==> src/rtl/inst_mem_loader_if.sv <==
// Byte-stream in / instruction-memory write bus out for the program loader.
// The loader takes the slave view; the stream source and memory side take the master view.
interface inst_mem_loader_if #(
  parameter int DEPTH  = 8,
  parameter int ADDR_W = 32
);
  localparam int CW = $clog2(DEPTH) + 1;

  logic              start;
  logic              in_valid;
  logic [7:0]        in_data;
  logic              in_last;
  logic              in_ready;
  logic              wr_en;
  logic [ADDR_W-1:0] wr_addr;
  logic [31:0]       wr_data;
  logic              done;
  logic [CW-1:0]     word_count;
  logic              truncated;

  modport master (
    output start, in_valid, in_data, in_last,
    input  in_ready, wr_en, wr_addr, wr_data, done, word_count, truncated
  );

  modport slave (
    input  start, in_valid, in_data, in_last,
    output in_ready, wr_en, wr_addr, wr_data, done, word_count, truncated
  );
endinterface

==> src/rtl/inst_mem_loader.sv <==
// Assembles a little-endian byte stream into 32-bit words and writes them to instruction memory.
// Latency: wr_en the cycle after the completing byte; in_ready drops during WRITE, IDLE and DONE.
module inst_mem_loader #(
  parameter int DEPTH  = 8,
  parameter int ADDR_W = 32
) (
  input  logic               clk,
  input  logic               reset,
  inst_mem_loader_if.slave   bus
);
  localparam int CW = $clog2(DEPTH) + 1;

  typedef enum logic [1:0] {
    S_IDLE  = 2'd0,
    S_LOAD  = 2'd1,
    S_WRITE = 2'd2,
    S_DONE  = 2'd3
  } state_t;

  state_t            state_q, state_d;
  logic [1:0]        byte_cnt_q, byte_cnt_d;
  logic [31:0]       asm_q, asm_d;
  logic              last_q, last_d;
  logic [CW-1:0]     word_count_q, word_count_d;
  logic              truncated_q, truncated_d;
  logic [ADDR_W-1:0] wr_addr_q, wr_addr_d;
  logic [31:0]       wr_data_q, wr_data_d;

  always_comb begin
    state_d      = state_q;
    byte_cnt_d   = byte_cnt_q;
    asm_d        = asm_q;
    last_d       = last_q;
    word_count_d = word_count_q;
    truncated_d  = truncated_q;
    wr_addr_d    = wr_addr_q;
    wr_data_d    = wr_data_q;

    case (state_q)
      S_IDLE, S_DONE: begin
        if (bus.start) begin
          state_d      = S_LOAD;
          word_count_d = '0;
          byte_cnt_d   = '0;
          asm_d        = '0;
          last_d       = 1'b0;
          truncated_d  = 1'b0;
        end
      end

      S_LOAD: begin
        if (bus.in_valid) begin
          asm_d[{byte_cnt_q, 3'b000} +: 8] = bus.in_data;
          byte_cnt_d = byte_cnt_q + 2'd1;
          // Word address and data are captured here so they are stable for the whole WRITE cycle.
          if (byte_cnt_q == 2'd3 || bus.in_last) begin
            state_d   = S_WRITE;
            last_d    = bus.in_last;
            wr_data_d = asm_d;
            wr_addr_d = ADDR_W'({word_count_q, 2'b00});
          end
        end
      end

      S_WRITE: begin
        word_count_d = word_count_q + 1'b1;
        if (last_q) begin
          state_d = S_DONE;
        end else if (word_count_q == CW'(DEPTH - 1)) begin
          state_d     = S_DONE;
          truncated_d = 1'b1;
        end else begin
          state_d    = S_LOAD;
          byte_cnt_d = '0;
          asm_d      = '0;
        end
      end

      default: state_d = S_IDLE;
    endcase
  end

  always_ff @(posedge clk or negedge reset) begin
    if (!reset) begin
      state_q      <= S_IDLE;
      byte_cnt_q   <= '0;
      asm_q        <= '0;
      last_q       <= 1'b0;
      word_count_q <= '0;
      truncated_q  <= 1'b0;
      wr_addr_q    <= '0;
      wr_data_q    <= '0;
    end else begin
      state_q      <= state_d;
      byte_cnt_q   <= byte_cnt_d;
      asm_q        <= asm_d;
      last_q       <= last_d;
      word_count_q <= word_count_d;
      truncated_q  <= truncated_d;
      wr_addr_q    <= wr_addr_d;
      wr_data_q    <= wr_data_d;
    end
  end

  assign bus.in_ready   = (state_q == S_LOAD);
  assign bus.wr_en      = (state_q == S_WRITE);
  assign bus.done       = (state_q == S_DONE);
  assign bus.wr_addr    = wr_addr_q;
  assign bus.wr_data    = wr_data_q;
  assign bus.word_count = word_count_q;
  assign bus.truncated  = truncated_q;
endmodule

==> src/flat_wrapper.sv <==
// flat-port wrapper written by rule: the top's interface ports become plain ports
module inst_mem_loader_flat 
#(
  parameter int DEPTH  = 8,
  parameter int ADDR_W = 32
)
  (clk, reset, bus_start, bus_in_valid, bus_in_data, bus_in_last, bus_in_ready, bus_wr_en, bus_wr_addr, bus_wr_data, bus_done, bus_word_count, bus_truncated);
  inst_mem_loader_if #(.DEPTH(DEPTH), .ADDR_W(ADDR_W)) bus_i ();
  input  logic clk;
  input  logic reset;
  input wire logic [$bits(bus_i.start)-1:0] bus_start;
  input wire logic [$bits(bus_i.in_valid)-1:0] bus_in_valid;
  input wire logic [$bits(bus_i.in_data)-1:0] bus_in_data;
  input wire logic [$bits(bus_i.in_last)-1:0] bus_in_last;
  output wire logic [$bits(bus_i.in_ready)-1:0] bus_in_ready;
  output wire logic [$bits(bus_i.wr_en)-1:0] bus_wr_en;
  output wire logic [$bits(bus_i.wr_addr)-1:0] bus_wr_addr;
  output wire logic [$bits(bus_i.wr_data)-1:0] bus_wr_data;
  output wire logic [$bits(bus_i.done)-1:0] bus_done;
  output wire logic [$bits(bus_i.word_count)-1:0] bus_word_count;
  output wire logic [$bits(bus_i.truncated)-1:0] bus_truncated;
  assign bus_i.start = bus_start;
  assign bus_i.in_valid = bus_in_valid;
  assign bus_i.in_data = bus_in_data;
  assign bus_i.in_last = bus_in_last;
  assign bus_in_ready = bus_i.in_ready;
  assign bus_wr_en = bus_i.wr_en;
  assign bus_wr_addr = bus_i.wr_addr;
  assign bus_wr_data = bus_i.wr_data;
  assign bus_done = bus_i.done;
  assign bus_word_count = bus_i.word_count;
  assign bus_truncated = bus_i.truncated;
  inst_mem_loader #(.DEPTH(DEPTH), .ADDR_W(ADDR_W)) u_core (.clk(clk), .reset(reset), .bus(bus_i));
endmodule
==> config.mk <==
export PLATFORM = sky130hd
export DESIGN_NAME = inst_mem_loader_flat
export DESIGN_NICKNAME = d
export VERILOG_FILES = /design/src/rtl/inst_mem_loader_if.sv /design/src/rtl/inst_mem_loader.sv /design/src/flat_wrapper.sv
export SDC_FILE = /design/constraint.sdc
export NUM_CORES = 1
export LEC_CHECK = 0
export ABC_AREA = 1
export CORE_MARGIN = 4
export CORE_UTILIZATION = 45
export DETAILED_ROUTE_END_ITERATION = 16
export GPL_TIMING_DRIVEN = 0
export PLACE_DENSITY = 0.78
export SYNTH_ARGS = -nofsm -noshare
export SYNTH_HDL_FRONTEND = slang
export SYNTH_SLANG_ARGS = --single-unit
==> constraint.sdc <==
create_clock -name clk -period 4.2 [get_ports clk]
set_clock_uncertainty 0.05 [all_clocks]
set_input_delay 0.84 -clock clk [delete_from_list [all_inputs] [get_ports clk]]
set_output_delay 0.84 -clock clk [all_outputs]
set_load 0.01 [all_outputs]
==> impl_results.md <==
* GRT overflow at 0
* Worst EP arrival at 1.79 ns
* Post-layout util at 0.580
* Worst Path Buf+Inv at 2
* Yosys cell types at 23
* DP Wirelength at 7.46 mm
* Proportion of netlist area held by the largest area contributor at 0.482
* F_max at 373 MHz
* Mapped Avg Cell Area at between 7 and 8 µm²
* Initial antenna violation count at 0
* CP delay by family, top: buffers and inverters
* Post-DP Area at about 4900 µm²
* Reg-to-reg startpoint: u_core.byte_cnt_q[0]$_DFFE_PN0P_
* Final nets at between 600 and 700
* CP Launch Type: flop
* Gate Count Post-Synth at ~540
* Area contributors post-synth: dfrtp_1 (48%), nand2_1 (24%), nand3_1 (5.9%)
* Antenna Nets Post-Route at 0
* Drt drc at 0
* DR vias at between 3,000 and 4,000
* Chip height at 103 µm
* Clock Latency Late Sink at approximately 0.36 ns
* Max-cap violations at 0
* Seq/Total Area, Yosys at 0.482
* Largest vdd supply drop at around 360 µV
* Fin. Hold Viols at 0
* Synth Register Bits at 78
* Worst slew pin tran at 0.595 ns
* Die area at roughly 11,000 µm²
* Share of layout cells above drive strength 1 at 0.0995
* Drt wl/cell at between 10 and 15 µm
* Num CTS Buffers at 9
* Syn. warnings at 0
* Root buf cell: clkbuf_8
* H-tree Lvls at 3
* Fin crit period at ~2.7 ns
* Ports at 85
* Slowest cell on the critical path: clkdlybuf4s50_1
* Critical path, cell by cell: inv_1, ha_1, clkdlybuf4s50_1
* Worst-case clock buffer depth at 2
* Final Max Tran Viols at 0
* Final weighted congestion of routability-driven global placement at between 0.9 and 1
* Post-synthesis cell area at 4050 µm²
* Area leader, netlist: dfrtp_1
* Slew margin rel. at 0.603
* Delay of the slowest critical-path stage at 0.60 ns
* CTS sink count at 78
* Gr usage total at 0.209
* CP Max Fanout at 8
* RR Endpoint: u_core.asm_q[11]$_DFFE_PN0P_
* CTS tree: done
* First-pass GRT wire length at between 15 and 20 mm
* Synthesis-to-finish area growth at 25.0%
* DRT Wirelength at roughly 10 mm
* Via density at about 5
* Cts hold-fix bufs at 0
* Req. time, crit path at ~3.3 ns
* Fin crit share at 0.639
* CP Capture Type: output port
* Core area at a little under 9000 µm²
* # setup viols final at 0
* Flop2flop setup slack at 1.92 ns
* Status: completed
* Resized cells post-CTS at 0
* Pwr Density at about 520 nW/µm²
* Lkg Pwr at roughly 2.8 nW
* Site Rows at 34
* Port Buf Inserts at 56
* Initial DRC count at about 250
* RSZ-0062 raised after global routing: false
* HP Class: input port to async pin
* Largest net degree at the start of global routing at 60
* CP Class: flop to output port
* Reg clk slew, reported paths at around 0.080 ns
* CP Launch Point: u_core.state_q[0]$_DFFE_PN0P_
* Post-CTS Setup Bufs at 0
* # diodes at 0
* Cell count of the worst reg-to-reg path at 9
* Die width at 103 µm
* Drt first pass iters at 5
* Final instance area at about 5000 µm²
* Vias in the first global route at 3,651
* Initial core utilization at 0.465
how the worst max path moves through the flow:
stage | to | slack, ns | depth (start not counted)
floorplan | u_core.asm_q[10]$_DFFE_PN0P_ | 2.35 | 9
global placement | u_core.bus.wr_data[19]$_DFFE_PN0P_ | -0.42 | 1
detailed placement | u_core.asm_q[26]$_DFFE_PN0P_ | 1.65 | 9
CTS | bus_wr_en | 1.52 | 3
global route | bus_wr_en | 1.42 | 3
finish | bus_wr_en | 1.52 | 3
through the flow:
stage | worst slack, ns | power, mW | hold slack [ns] | std cells | TNS [ns]
after CTS | 1.52 | 2.61 | 0.312 | 751 | 0
after global placement | -0.421 | 2.01 | 0.407 | 735 | -32.35
after floorplan | 2.35 | 1.64 | 0.399 | 571 | 0
after detailed placement | 1.65 | 2.05 | 0.410 | 736 | 0
final | 1.52 | 2.62 | 0.309 | 751 | 0
after global routing | 1.42 | 2.81 | 0.316 | 751 | 0
power breakdown:
part           switching (mW)  internal [mW]
registers              0.0873          0.866
clock network           0.277          0.286
logic                   0.726          0.373
registers in the layout, summed over array words and instances (netlist names):
| register | cells |
|---|---|
| u_core.state_q | 2 |
| u_core.bus.truncated | 1 |
| u_core.last_q | 1 |
| u_core.bus.wr_addr | 4 |
| u_core.bus.word_count | 4 |
| u_core.asm_q | 32 |
| u_core.byte_cnt_q | 2 |
| u_core.bus.wr_data | 32 |
Yosys cell counts, drive strengths merged:
library cell,instances
inv,35
dfrtp,78
nand3b,1
nor2,19
buf,43
nand3,48
ha,9
a21oi,3
a21boi,1
o21ai,30
conb,1
clkbuf,5
clkinv,3
nor3,1
nand4,4
nand2,262
o22ai,1
layout by cell type, fill, tap and decap left out, types with 2 or more instances in the layout:
cell type and count:
nor2_1 19, buf_6 2, conb_1 28, inv_2 4, inv_1 31, clkinv_2 2, ha_1 9, clkbuf_1 6
a21oi_1 3, nand2_1 261, dfrtp_1 78, clkdlybuf4s50_1 55, nand3_1 48, clkinv_1 3, clkbuf_8 10, buf_4 29
o21ai_1 5, o21ai_0 25, buf_2 12, nand4_1 4
cell families (layout without fill, tap and decap cells):
family	after synthesis	count (layout)	share of synthesized area
AO/OA/AOI/OAI	35	35	0.0442
flip-flops	78	78	0.482
other	1	28	0.000926
buffers and inverters	86	158	0.113
AND/OR/NAND/NOR	335	335	0.332
adder cells (fa/ha/maj)	9	9	0.0278
per-layer routing:
layer	part of all wire	global-route usage	up-vias
met1	0.41	0.267	1711
met3	0.061	0.0399	21
li1	-	-	1825
met4	0.024	0.0936	0
met5	0	0	-
met2	0.50	0.344	126
final cells by class:
class                           count  area [µm²]
Buffer                             48         315
Clock inverter                      4        47.5
Inverter                           38         143
Multi-Input combinational cell    407        1740
Timing Repair Buffer               57         586
Tap cell                          108         135
Sequential cell                    78        1950
Fill cell                         793        3660
Clock buffer                       11         141
Power figures use the tool's default switching activity.
